<file path="config.mk">
export PLATFORM = sky130hd
export DESIGN_NAME = alu_exec_ctrl
export DESIGN_NICKNAME = d
export VERILOG_FILES = /design/src/rtl/alu_ctrl_pkg.sv /design/src/rtl/regfile16x16.sv /design/src/rtl/alu_exec_ctrl.sv
export SDC_FILE = /design/constraint.sdc
export NUM_CORES = 1
export LEC_CHECK = 0
export CORE_UTILIZATION = 40
export DETAILED_ROUTE_END_ITERATION = 12
export SYNTH_ARGS = -nofsm -noshare
export SYNTH_HDL_FRONTEND = slang
export SYNTH_SLANG_ARGS = --single-unit
</file>
<file path="constraint.sdc">
create_clock -name clk -period 5.6 [get_ports clk]
set_input_delay 1.12 -clock clk [delete_from_list [all_inputs] [get_ports clk]]
set_output_delay 1.12 -clock clk [all_outputs]
set_load 0.02 [all_outputs]
</file>
<file path="src/rtl/alu_ctrl_pkg.sv">
// Shared opcode encodings, flag positions, FSM states and the per-opcode PSR commit rules
// for the ALU execution controller.
package alu_ctrl_pkg;

  localparam int RA_W = 4;

  // Operation kinds: the opext code of a register form equals the op nibble of its immediate twin.
  localparam logic [3:0] OP_REG = 4'h0;
  localparam logic [3:0] K_WAIT = 4'h0;
  localparam logic [3:0] K_AND  = 4'h1;
  localparam logic [3:0] K_OR   = 4'h2;
  localparam logic [3:0] K_XOR  = 4'h3;
  localparam logic [3:0] K_LSH  = 4'h4;
  localparam logic [3:0] K_ADD  = 4'h5;
  localparam logic [3:0] K_ADDU = 4'h6;
  localparam logic [3:0] K_ADDC = 4'h7;
  localparam logic [3:0] K_RSH  = 4'h8;
  localparam logic [3:0] K_SUB  = 4'h9;
  localparam logic [3:0] K_SUBC = 4'hA;
  localparam logic [3:0] K_CMP  = 4'hB;
  localparam logic [3:0] K_ARSH = 4'hC;
  localparam logic [3:0] K_MOV  = 4'hD;
  localparam logic [3:0] K_MUL  = 4'hE;
  localparam logic [3:0] K_NOT  = 4'hF;
  localparam logic [3:0] OP_ADDUI = K_ADDU;

  localparam int FL_L = 4;
  localparam int FL_C = 3;
  localparam int FL_F = 2;
  localparam int FL_Z = 1;
  localparam int FL_N = 0;

  // Masks laid out as {L, C, F, Z, N}.
  localparam logic [4:0] MASK_ARITH = 5'b11111;
  localparam logic [4:0] MASK_MUL   = 5'b01011;
  localparam logic [4:0] MASK_LOGIC = 5'b00011;
  localparam logic [4:0] MASK_CMP   = 5'b10011;
  localparam logic [4:0] MASK_NONE  = 5'b00000;

  typedef enum logic [1:0] {ST_IDLE, ST_EXEC, ST_WB} state_t;

  function automatic logic [3:0] op_kind(input logic [7:0] op8);
    return (op8[7:4] == OP_REG) ? op8[3:0] : op8[7:4];
  endfunction

  function automatic logic is_illegal(input logic [7:0] op8);
    return op_kind(op8) == K_SUBC;
  endfunction

  function automatic logic writes_rd(input logic [7:0] op8);
    return !(is_illegal(op8) || op_kind(op8) == K_CMP || op8 == {OP_REG, K_WAIT});
  endfunction

  function automatic logic [4:0] psr_mask(input logic [7:0] op8);
    logic [4:0] m;
    m = MASK_NONE;
    case (op_kind(op8))
      K_ADD, K_ADDU, K_ADDC, K_SUB: m = MASK_ARITH;
      K_MUL:                        m = MASK_MUL;
      K_LSH, K_RSH, K_ARSH:         m = MASK_LOGIC;
      K_AND, K_OR, K_XOR, K_NOT:    m = (op8[7:4] == OP_REG) ? MASK_LOGIC : MASK_NONE;
      K_CMP:                        m = MASK_CMP;
      default:                      m = MASK_NONE;
    endcase
    return m;
  endfunction

endpackage

</file>
<file path="src/rtl/regfile16x16.sv">
// 16-entry register file: two combinational read ports, a combinational debug read port,
// one synchronous write port and a synchronous active-low clear.
module regfile16x16
  import alu_ctrl_pkg::*;
#(
  parameter int NREGS = 16,
  parameter int W     = 16
) (
  input  logic            clk,
  input  logic            reset_n,
  input  logic            we,
  input  logic [RA_W-1:0] waddr,
  input  logic [W-1:0]    wdata,
  input  logic [RA_W-1:0] raddr_a,
  input  logic [RA_W-1:0] raddr_b,
  output logic [W-1:0]    rdata_a,
  output logic [W-1:0]    rdata_b,
  input  logic [RA_W-1:0] dbg_addr,
  output logic [W-1:0]    dbg_data
);

  logic [W-1:0] mem_q [NREGS];
  logic [W-1:0] mem_d [NREGS];

  assign rdata_a  = mem_q[raddr_a];
  assign rdata_b  = mem_q[raddr_b];
  assign dbg_data = mem_q[dbg_addr];

  always_comb begin
    mem_d = mem_q;
    if (we) mem_d[waddr] = wdata;
  end

  always_ff @(posedge clk) begin
    if (!reset_n) begin
      for (int i = 0; i < NREGS; i++) mem_q[i] <= '0;
    end else begin
      mem_q <= mem_d;
    end
  end

endmodule

</file>
<file path="src/rtl/alu_exec_ctrl.sv">
// Three-state (IDLE/EXEC/WB) controller sequencing one instruction through an external
// combinational ALU; retires every 3 cycles with masked PSR commit and sticky illegal-op error.
module alu_exec_ctrl
  import alu_ctrl_pkg::*;
#(
  parameter int NREGS = 16,
  parameter int W     = 16
) (
  input  logic         clk,
  input  logic         reset_n,
  input  logic         in_valid,
  input  logic [15:0]  in_instr,
  output logic         in_ready,
  output logic [W-1:0] alu_a,
  output logic [W-1:0] alu_b,
  output logic [7:0]   alu_op,
  input  logic [W-1:0] alu_result,
  input  logic [4:0]   alu_flags,
  output logic [4:0]   psr,
  output logic         done,
  output logic         err,
  input  logic [3:0]   dbg_addr,
  output logic [W-1:0] dbg_data
);

  state_t       state_q, state_d;
  logic [15:0]  ir_q, ir_d;
  logic [W-1:0] res_q, res_d;
  logic [4:0]   flg_q, flg_d;
  logic [4:0]   psr_q, psr_d;
  logic         done_q, done_d;
  logic         err_q, err_d;
  logic         rf_we;
  logic [W-1:0] rd_val, rs_val, imm_ext;
  logic [4:0]   commit_mask;

  regfile16x16 #(.NREGS(NREGS), .W(W)) u_rf (
    .clk      (clk),
    .reset_n  (reset_n),
    .we       (rf_we),
    .waddr    (ir_q[11:8]),
    .wdata    (res_q),
    .raddr_a  (ir_q[11:8]),
    .raddr_b  (ir_q[3:0]),
    .rdata_a  (rd_val),
    .rdata_b  (rs_val),
    .dbg_addr (dbg_addr),
    .dbg_data (dbg_data)
  );

  // Operands are driven from ir in every state, not only during EXEC.
  assign alu_op      = {ir_q[15:12], ir_q[7:4]};
  assign imm_ext     = (ir_q[15:12] == OP_ADDUI) ? {{(W-8){1'b0}}, ir_q[7:0]}
                                                 : {{(W-8){ir_q[7]}}, ir_q[7:0]};
  assign alu_a       = rd_val;
  assign alu_b       = (ir_q[15:12] == OP_REG) ? rs_val : imm_ext;
  assign commit_mask = psr_mask(alu_op);
  assign in_ready    = (state_q == ST_IDLE);
  assign psr         = psr_q;
  assign done        = done_q;
  assign err         = err_q;

  always_comb begin
    state_d = state_q;
    ir_d    = ir_q;
    res_d   = res_q;
    flg_d   = flg_q;
    psr_d   = psr_q;
    err_d   = err_q;
    done_d  = 1'b0;
    rf_we   = 1'b0;
    case (state_q)
      ST_IDLE: begin
        if (in_valid) begin
          ir_d    = in_instr;
          state_d = ST_EXEC;
        end
      end
      ST_EXEC: begin
        res_d   = alu_result;
        flg_d   = alu_flags;
        state_d = ST_WB;
      end
      ST_WB: begin
        state_d = ST_IDLE;
        done_d  = 1'b1;
        if (is_illegal(alu_op)) begin
          err_d = 1'b1;
        end else begin
          rf_we = writes_rd(alu_op);
          // Unmasked flag bits never reach psr, so undefined ALU flags cannot leak in.
          psr_d = (psr_q & ~commit_mask) | (flg_q & commit_mask);
        end
      end
      default: state_d = ST_IDLE;
    endcase
  end

  always_ff @(posedge clk) begin
    if (!reset_n) begin
      state_q <= ST_IDLE;
      ir_q    <= '0;
      res_q   <= '0;
      flg_q   <= '0;
      psr_q   <= '0;
      done_q  <= 1'b0;
      err_q   <= 1'b0;
    end else begin
      state_q <= state_d;
      ir_q    <= ir_d;
      res_q   <= res_d;
      flg_q   <= flg_d;
      psr_q   <= psr_d;
      done_q  <= done_d;
      err_q   <= err_d;
    end
  end

endmodule

</file>
==> results.cfg, run 1 <==
[outcome]
status = finished, final reports clean

[placement]
post-place-ws_ps = 951
gp_congestion = 0.820
placed_cell_area_sq_um = 19200
port_buffers = 107
dp_hpwl_mm = 34.1

[logic_synthesis]
synth_warnings = 0
synth_adder_area_share_pct = 0
ys_ff_latch = 302
yosysSeqAreaShare_pct = 33.6
syn-num-nets = 1572
avgSynthCellArea_sq_um = 11.8
synthFlopType = dfxtp_1
async_flop_share_pct = 0
muxShareOfSynthArea_pct = 42.4
synth_edf_count = 0
syn-instance-count = 1528
synth-simple-area-share_pct = 14.3
synth_area_leaders = dfxtp_1 (34%), mux4_2 (28%), mux2i_1 (14%)
synth_area_sq_um = 18000
yosysUniqueCellTypes = 58
synth_compound_area_share_pct = 4.68
synth_top_family_by_area = multiplexers
synth_xor_xnor_area_share_pct = 0.0486
synth_area_leader_cell = dfxtp_1
synth_top_area_share_pct = 33.6

[die]
core_area_sq_um = 44300
rows = 77
dieArea_sq_um = 45900
pin_count = 108
die_y_microns = 214
die_x_microns = 214
initial_utilization_pct = 40.6

[detailed_routing]
dr.pass1.iters = 6
antenna_left = 0
drt-total-wl_mm = 55.9
wl_per_cell_microns = 26.0
via_per_inst = 5.97
drc = 0
drt_iter0_drc = 1025
num_vias = 12800

[timing]
max_freq_mhz = 207
setup_viol = 0
finalCritPeriodShare_pct = 86.3
hold_viol = 0
rsz0062_at_grt = false
setup_tns_ps = 0
drv_slew = 0
clock-skew-final_ps = 14.6
relSlewSlack_pct = 23.8
tightest_slew_ps = 1140
setup_ws_ps = 768
fin_crit_ps = 4830

[cells_and_area]
nets = 1573
post-route-util_pct = 46.0
drive_above_1_share_pct = 22.1
area_growth_pct = 13.1
antenna_cells = 0
design_area_sq_um = 20400

[cts]
cts_sinks = 302
cts-root-buf = clkbuf_16
htree_levels = 2
worstSkewPairLatency_ps = 520
cts_hold_repair.buffers = 0
clkTransAtPathRegs_ps = 60
numCtsBuffers = 36
cts_setup_buffers = 0
clockBufferDepth = 3
post_cts_resize_count = 0
cts_tree = built

[global_route]
first_global_vias = 12500
grt_max_degree = 144
grt_usage_pct = 24.4
grt-ovfl-total = 0
antenna_found_initial = 0
grt_pass1_wl_mm = 84.4

[worst_setup_path]
required_ps = 4480
start_kind = flop
worstPathArrival_ps = 3710
crit_path_end_kind = primary output
worstSetupStartpoint = ir_q[8]
reg2reg_from = ir_q[12]
worst-setup-path-type = reg2out
critPathMaxFanout = 53

[power]
total_power_w = 0.00494
static-leakage-power_nw = 7.74
vdd_drop_max_mv = 0.171
power-per-cell-area_nw_per_um2 = 242

[worst_hold_path]
min_from = err
hold_path_class = reg2reg

[job]
maxCapViolations = 0
-- per-layer routing --
layer  vias up  global-route usage (%)  routed length, microns
met5         -                       0                       0
met4         0                    8.21                    1820
met3        99                    3.01                    3200
met2       460                    39.7                   26800
met1      6599                    33.5                   24100
li1       5651                       -                       -
-- cell usage after synthesis (all sizes together), types with 2 or more instances --
cell type / count
buf: 105
nor4b: 4
nor3b: 2
nand3: 11
mux4: 223
or3: 3
a21boi: 69
a21oi: 5
and2: 4
nor3: 4
o211ai: 8
o221ai: 2
o31ai: 5
o311ai: 2
clkbuf: 69
mux2: 14
nor2: 16
o2111ai: 2
and3: 2
or4: 2
dfxtp: 302
nor2b: 226
nor4: 3
o21ai: 8
nand2: 159
inv: 3
nand2b: 4
mux2i: 245
nand4b: 6
a31oi: 3
nand4bb: 3
-- logic make-up (layout without fill, tap and decap cells) --
logic type / after synthesis / in the layout
buffers and inverters: 177 / 203
and+or+nand+nor: 453 / 453
xor gates and xnor gates: 1 / 1
muxes: 482 / 482
AOI/OAI and AO/OA: 113 / 113
DFF: 302 / 302
-- worst max-delay path, cell delays in order, from the launching register on --
cell and delay, ps:
dfxtp_4 960, buf_4 520, mux4_2 550, mux4_2 540, clkdlybuf4s50_1 570
-- registers in the layout, summed over array words and instances, names as in the netlist, named ones only --
register and flops:
res_q 16, flg_q 5, u_rf.mem_q 256, ir_q 16
done 1, err 1, state_q 2
-- final cells by class --
cell class / count / area (sq um)
clock buffer: 58 / 1060
clock inverter: 5 / 55.1
fill: 4059 / 24000
inverter: 3 / 11.3
multi-input combinational: 1049 / 11100
sequential: 302 / 6060
tap: 592 / 741
timing repair buffer: 137 / 1360
-- through the flow --
stage	instances	hold slack, ps
final	2146	464
after global routing	2146	483
after global placement	2083	450
after detailed placement	2083	455
after floorplan	1528	435
after CTS	2146	466
-- path summary, 6_finish.rpt --
check / to / slack, ps / cells after the start
setup reg to reg: u_rf.mem_q[178] / 1900 / 7
setup / recovery: alu_a[14] / 770 / 4
hold reg to reg: err / 460 / 1
hold / removal: err / 460 / 1
-- power breakdown --
group	internal, W	switching (W)
Combinational	0.000192	0.000214
Clock	0.00134	0.000915
Sequential	0.00216	0.000109
-- cells in the final DEF, fill, tap and decap left out, types with 3 or more instances in the layout --
| cell | count |
|---|---|
| mux2i_1 | 245 |
| clkdlybuf4s50_1 | 104 |
| nor2_1 | 16 |
| dfxtp_4 | 4 |
| o31ai_1 | 3 |
| nand4bb_1 | 3 |
| o21ai_0 | 7 |
| nor3_1 | 4 |
| mux2_2 | 14 |
| nand3_4 | 8 |
| a21oi_1 | 5 |
| nor2b_1 | 225 |
| o211ai_1 | 8 |
| a21boi_1 | 20 |
| clkbuf_8 | 6 |
| nand2_1 | 159 |
| a21boi_0 | 49 |
| buf_12 | 5 |
| inv_1 | 3 |
| clkbuf_16 | 37 |
| or3_1 | 3 |
| nand4b_1 | 5 |
| buf_4 | 27 |
| mux4_2 | 223 |
| nand2b_1 | 4 |
| clkbuf_1 | 15 |
| and2_1 | 4 |
| a31oi_1 | 3 |
| dfxtp_1 | 296 |
Note: power is estimated with default switching activity, not from simulation.
==> run 2: changes to the inputs <==
--- a/config.mk
+++ b/config.mk
@@ -5,6 +5,7 @@
 export SDC_FILE = /design/constraint.sdc
 export NUM_CORES = 1
 export LEC_CHECK = 0
+export CORE_ASPECT_RATIO = 0.6
 export CORE_UTILIZATION = 40
 export DETAILED_ROUTE_END_ITERATION = 12
 export SYNTH_ARGS = -nofsm -noshare
==> results.cfg, run 2 (synthesis results as in run 1) <==
[die]
core_area_sq_um = 43800
pin_count = 108
rows = 59
die_x_microns = 276
die_y_microns = 166
initial_utilization_pct = 41.1
dieArea_sq_um = 45900

[cts]
htree_levels = 1
cts-root-buf = clkbuf_16
post_cts_resize_count = 0
cts_tree = built
cts_sinks = 302
clkTransAtPathRegs_ps = 60
cts_hold_repair.buffers = 0
worstSkewPairLatency_ps = 580
cts_setup_buffers = 0
numCtsBuffers = 31
clockBufferDepth = 3

[detailed_routing]
antenna_left = 0
via_per_inst = 6.06
dr.pass1.iters = 5
drt_iter0_drc = 1425
drt-total-wl_mm = 57.7
wl_per_cell_microns = 27.1
drc = 0
num_vias = 12900

[timing]
clock-skew-final_ps = 13.5
rsz0062_at_grt = false
hold_viol = 0
fin_crit_ps = 4700
max_freq_mhz = 213
setup_tns_ps = 0
relSlewSlack_pct = 16.6
drv_slew = 0
setup_viol = 0
finalCritPeriodShare_pct = 84.0
tightest_slew_ps = 1250

[global_route]
grt_pass1_wl_mm = 85.6
antenna_found_initial = 1
grt-ovfl-total = 0
grt_usage_pct = 25.2
grt_max_degree = 168
first_global_vias = 12500

[cells_and_area]
largest_register = u_rf.mem_q
drive_above_1_share_pct = 22.1
post-route-util_pct = 46.2
final_common_cell = dfxtp_1
reg_top3 = u_rf.mem_q: 256 flops, ir_q: 16 flops, res_q: 16 flops
nFillCells = 3988
area_growth_pct = 12.5
nets = 1567
mostFrequentLayoutCells = dfxtp_1 (297), mux2i_1 (245), nor2b_1 (225)
largest_register_ffs = 256

[worst_setup_path]
crit_path_end_kind = primary output
critPathMaxFanout = 47
worst-setup-path-type = reg2out
start_kind = flop
required_ps = 4480
worstPathArrival_ps = 3580

[placement]
port_buffers = 107
gp_congestion = 0.877
dp_hpwl_mm = 36.2

[job]
maxCapViolations = 0

[power]
static-leakage-power_nw = 7.71
power-per-cell-area_nw_per_um2 = 240
vdd_drop_max_mv = 0.188

[worst_hold_path]
hold_path_class = reg2reg

[outcome]
status = finished, final reports clean
## run 2: changes by cell type in the layout (fill, tap and decap cells not counted), sizes merged
| cell | change |
|---|---|
| inv | +1 |
| clkinv | +3 |
| diode | +1 |
| buf | -1 |
| bufinv | +2 |
| clkbuf | -10 |
| clkinvlp | -2 |
## run 2: per-stage QoR
step | area [sq um] | hold slack (ps) | total power [W] | worst slack, ps | instances
floorplan | 18000 | 435 | 0.00256 | 1650 | 1528
global placement | 19200 | 448 | 0.00271 | 1060 | 2069
detailed placement | 19200 | 448 | 0.00272 | 1020 | 2069
CTS | 20300 | 457 | 0.00489 | 859 | 2126
global route | 20300 | 474 | 0.00501 | 755 | 2126
finish | 20300 | 456 | 0.00485 | 898 | 2127
## run 2: layout make-up
| type | count | area (sq um) | share of cell area (%) |
|---|---|---|---|
| antenna | 1 | 2.50 | 0.0124 |
| timing repair buffer | 136 | 1340 | 6.59 |
| inverter | 3 | 11.3 | 0.0556 |
| clock buffer | 48 | 931 | 4.60 |
| clock inverter | 9 | 126 | 0.624 |
| sequential | 302 | 6060 | 29.9 |
| tap | 579 | 724 | 3.58 |
| multi-input combinational | 1049 | 11100 | 54.6 |
## run 2: path summary, 6_finish.rpt
kind	start	end	slack, ps	cells past startpoint
min reg2reg	flg_q[2]	flop	460	2
max reg2reg	state_q[1]	u_rf.mem_q[56]	2390	6
min	flg_q[2]	flop	460	2
max	ir_q[8]	alu_a[14]	900	4
## run 2: where the power goes
group	switching [W]	leakage [nW]	internal, W
clock network	0.000908	0.523	0.00128
registers	0.0000939	2.44	0.00216
logic	0.000219	4.75	0.000191
total	0.00122	7.71	0.00363
## run 2: worst max-delay path, stage by stage, from the launching register on
cell             delay, ps
dfxtp_4                890
buf_4                  400
mux4_2                 540
mux4_2                 530
clkdlybuf4s50_1        590
## run 2: metal layers
| metal | track usage, % | share of wire, % | vias to the layer above | wire length (microns) |
|---|---|---|---|---|
| met4 | 7.17 | 2.9 | 0 | 1700 |
| met5 | 0 | 0 | - | 0 |
| met1 | 37.5 | 45 | 6543 | 26100 |
| li1 | - | - | 5635 | - |
| met2 | 35.4 | 43 | 610 | 24600 |
| met3 | 7.07 | 9.3 | 105 | 5350 |
==> run 3: changes to the inputs <==
==> constraint.sdc (replaced) <==
create_clock -name clk -period 4.1 [get_ports clk]
set_input_delay 0.82 -clock clk [delete_from_list [all_inputs] [get_ports clk]]
set_output_delay 0.82 -clock clk [all_outputs]
set_load 0.02 [all_outputs]
==> results.cfg, run 3 (synthesis results as in run 1) <==
[cells_and_area]
largest_register = u_rf.mem_q
area_growth_pct = 14.3
nets = 1596
reg_top3 = u_rf.mem_q: 256 flops, ir_q: 16 flops, res_q: 16 flops
final_common_cell = dfxtp_1
drive_above_1_share_pct = 23.8
largest_register_ffs = 256
mostFrequentLayoutCells = dfxtp_1 (297), mux2i_1 (245), nor2b_1 (225)
antenna_cells = 0

[timing]
setup_ws_ps = 50.6
rsz0062_at_grt = false
setup_viol = 0
max_freq_mhz = 247
finalCritPeriodShare_pct = 98.8
setup_tns_ps = 0
tightest_slew_ps = 1060
holdWs_ps = 459
relSlewSlack_pct = 29.0
hold_viol = 0
drv_slew = 0
clock-skew-final_ps = 28.6
fin_crit_ps = 4050

[cts]
clockBufferDepth = 3
cts_hold_repair.buffers = 0
clkTransAtPathRegs_ps = 60
cts-root-buf = clkbuf_16
numCtsBuffers = 31
htree_levels = 1
cts_sinks = 302
worstSkewPairLatency_ps = 610
cts_tree = built

[detailed_routing]
drt_iter0_drc = 1203
drt-total-wl_mm = 58.5
num_vias = 13000
wl_per_cell_microns = 27.2
antenna_left = 0
via_per_inst = 6.05
dr.pass1.iters = 7
drc = 0

[outcome]
status = finished, final reports clean

[placement]
dp_hpwl_mm = 37.3
post-place-ws_ps = 306
port_buffers = 107
gp_congestion = 0.836

[global_route]
grt_max_degree = 117
grt_pass1_wl_mm = 86.2
grt_usage_pct = 25.5
first_global_vias = 12700
grt-ovfl-total = 0
antenna_found_initial = 1

[power]
seq_power_share_pct = 46.7
netSwitchingFraction_pct = 26.3
static-leakage-power_nw = 7.88
p_int_w = 0.00481
vdd_drop_max_mv = 0.246
clkPwrFrac_pct = 43.3
p_sw_w = 0.00172
power_frac_comb_pct = 10.0
power-per-cell-area_nw_per_um2 = 317

[worst_setup_path]
slowest_stage = dfxtp_1
critPathMaxFanout = 11
start_kind = flop
crit_path_end_kind = primary output
required_ps = 3280
crit_family = buffers and inverters
worst-setup-path-type = reg2out
worstPathArrival_ps = 3230
worstPathCellList = buf_4 -> mux2i_1 -> o31ai_1 -> clkdlybuf4s50_1
cp.buffers_inverters = 2
max_stage_delay_ps = 840

[die]
rows = 59
pin_count = 108
die_x_microns = 276
core_area_sq_um = 43800
dieArea_sq_um = 45900
die_y_microns = 166
initial_utilization_pct = 41.1

[job]
maxCapViolations = 0

[worst_hold_path]
hold_path_class = reg2reg
[run 3: worst paths after layout]
kind	start	end	slack, ps	depth (start not counted)
worst max-delay path	ir_q[3]	alu_b[1]	50	4
worst min-delay path	flop	flop	460	2
worst max register to register	ir_q[13]	u_rf.mem_q[239]	920	7
worst min register to register	flop	flop	460	2
[run 3: area by class of cell]
cell class,instances,area [sq um]
fill,3954,23300
tap,579,724
multi-input combinational,1049,11100
timing repair buffer,165,1730
inverter,3,11.3
clock buffer,40,871
clock inverter,15,123
sequential,302,6060
[run 3: power by group through the flow]
stage | logic (W) | clock network, W | registers (W)
after floorplan | 0.000463 | 0 | 0.00303
after global placement | 0.000600 | 0 | 0.00313
after detailed placement | 0.000608 | 0 | 0.00313
after CTS | 0.000638 | 0.00288 | 0.00305
after global routing | 0.000682 | 0.00300 | 0.00305
final | 0.000650 | 0.00283 | 0.00305
[run 3: through the flow]
stage	power, W	area, sq um	utilization [%]	std cells
2_1_floorplan	0.00349	18000	-	1528
3_3_place_gp	0.00373	19400	44.3	2089
3_5_place_dp	0.00374	19400	44.3	2089
4_1_cts	0.00657	20500	46.8	2148
5_1_grt	0.00674	20600	47.0	2153
6_report	0.00653	20600	47.0	2153
[run 3: timing repair]
action	CTS	global route
setup buffers	4	5
setup endpoints to repair	19	2
hold endpoints to repair	0	0
gates resized for setup	2	0
[run 3: routing by layer]
layer,track usage (%),wire (microns),vias to the layer above
met2,37.2,25600,589
met5,0,7,-
li1,-,-,5677
met1,37.5,26300,6663
met3,5.99,5010,95
met4,6.88,1590,2
[run 3: worst reg2reg max path: cells and delay by family, from the launching register on]
family                 cells  cell delay [ps]
muxes                      1              170
buffers and inverters      2              660
and+or+nand+nor            4             1580
DFF                        1              640
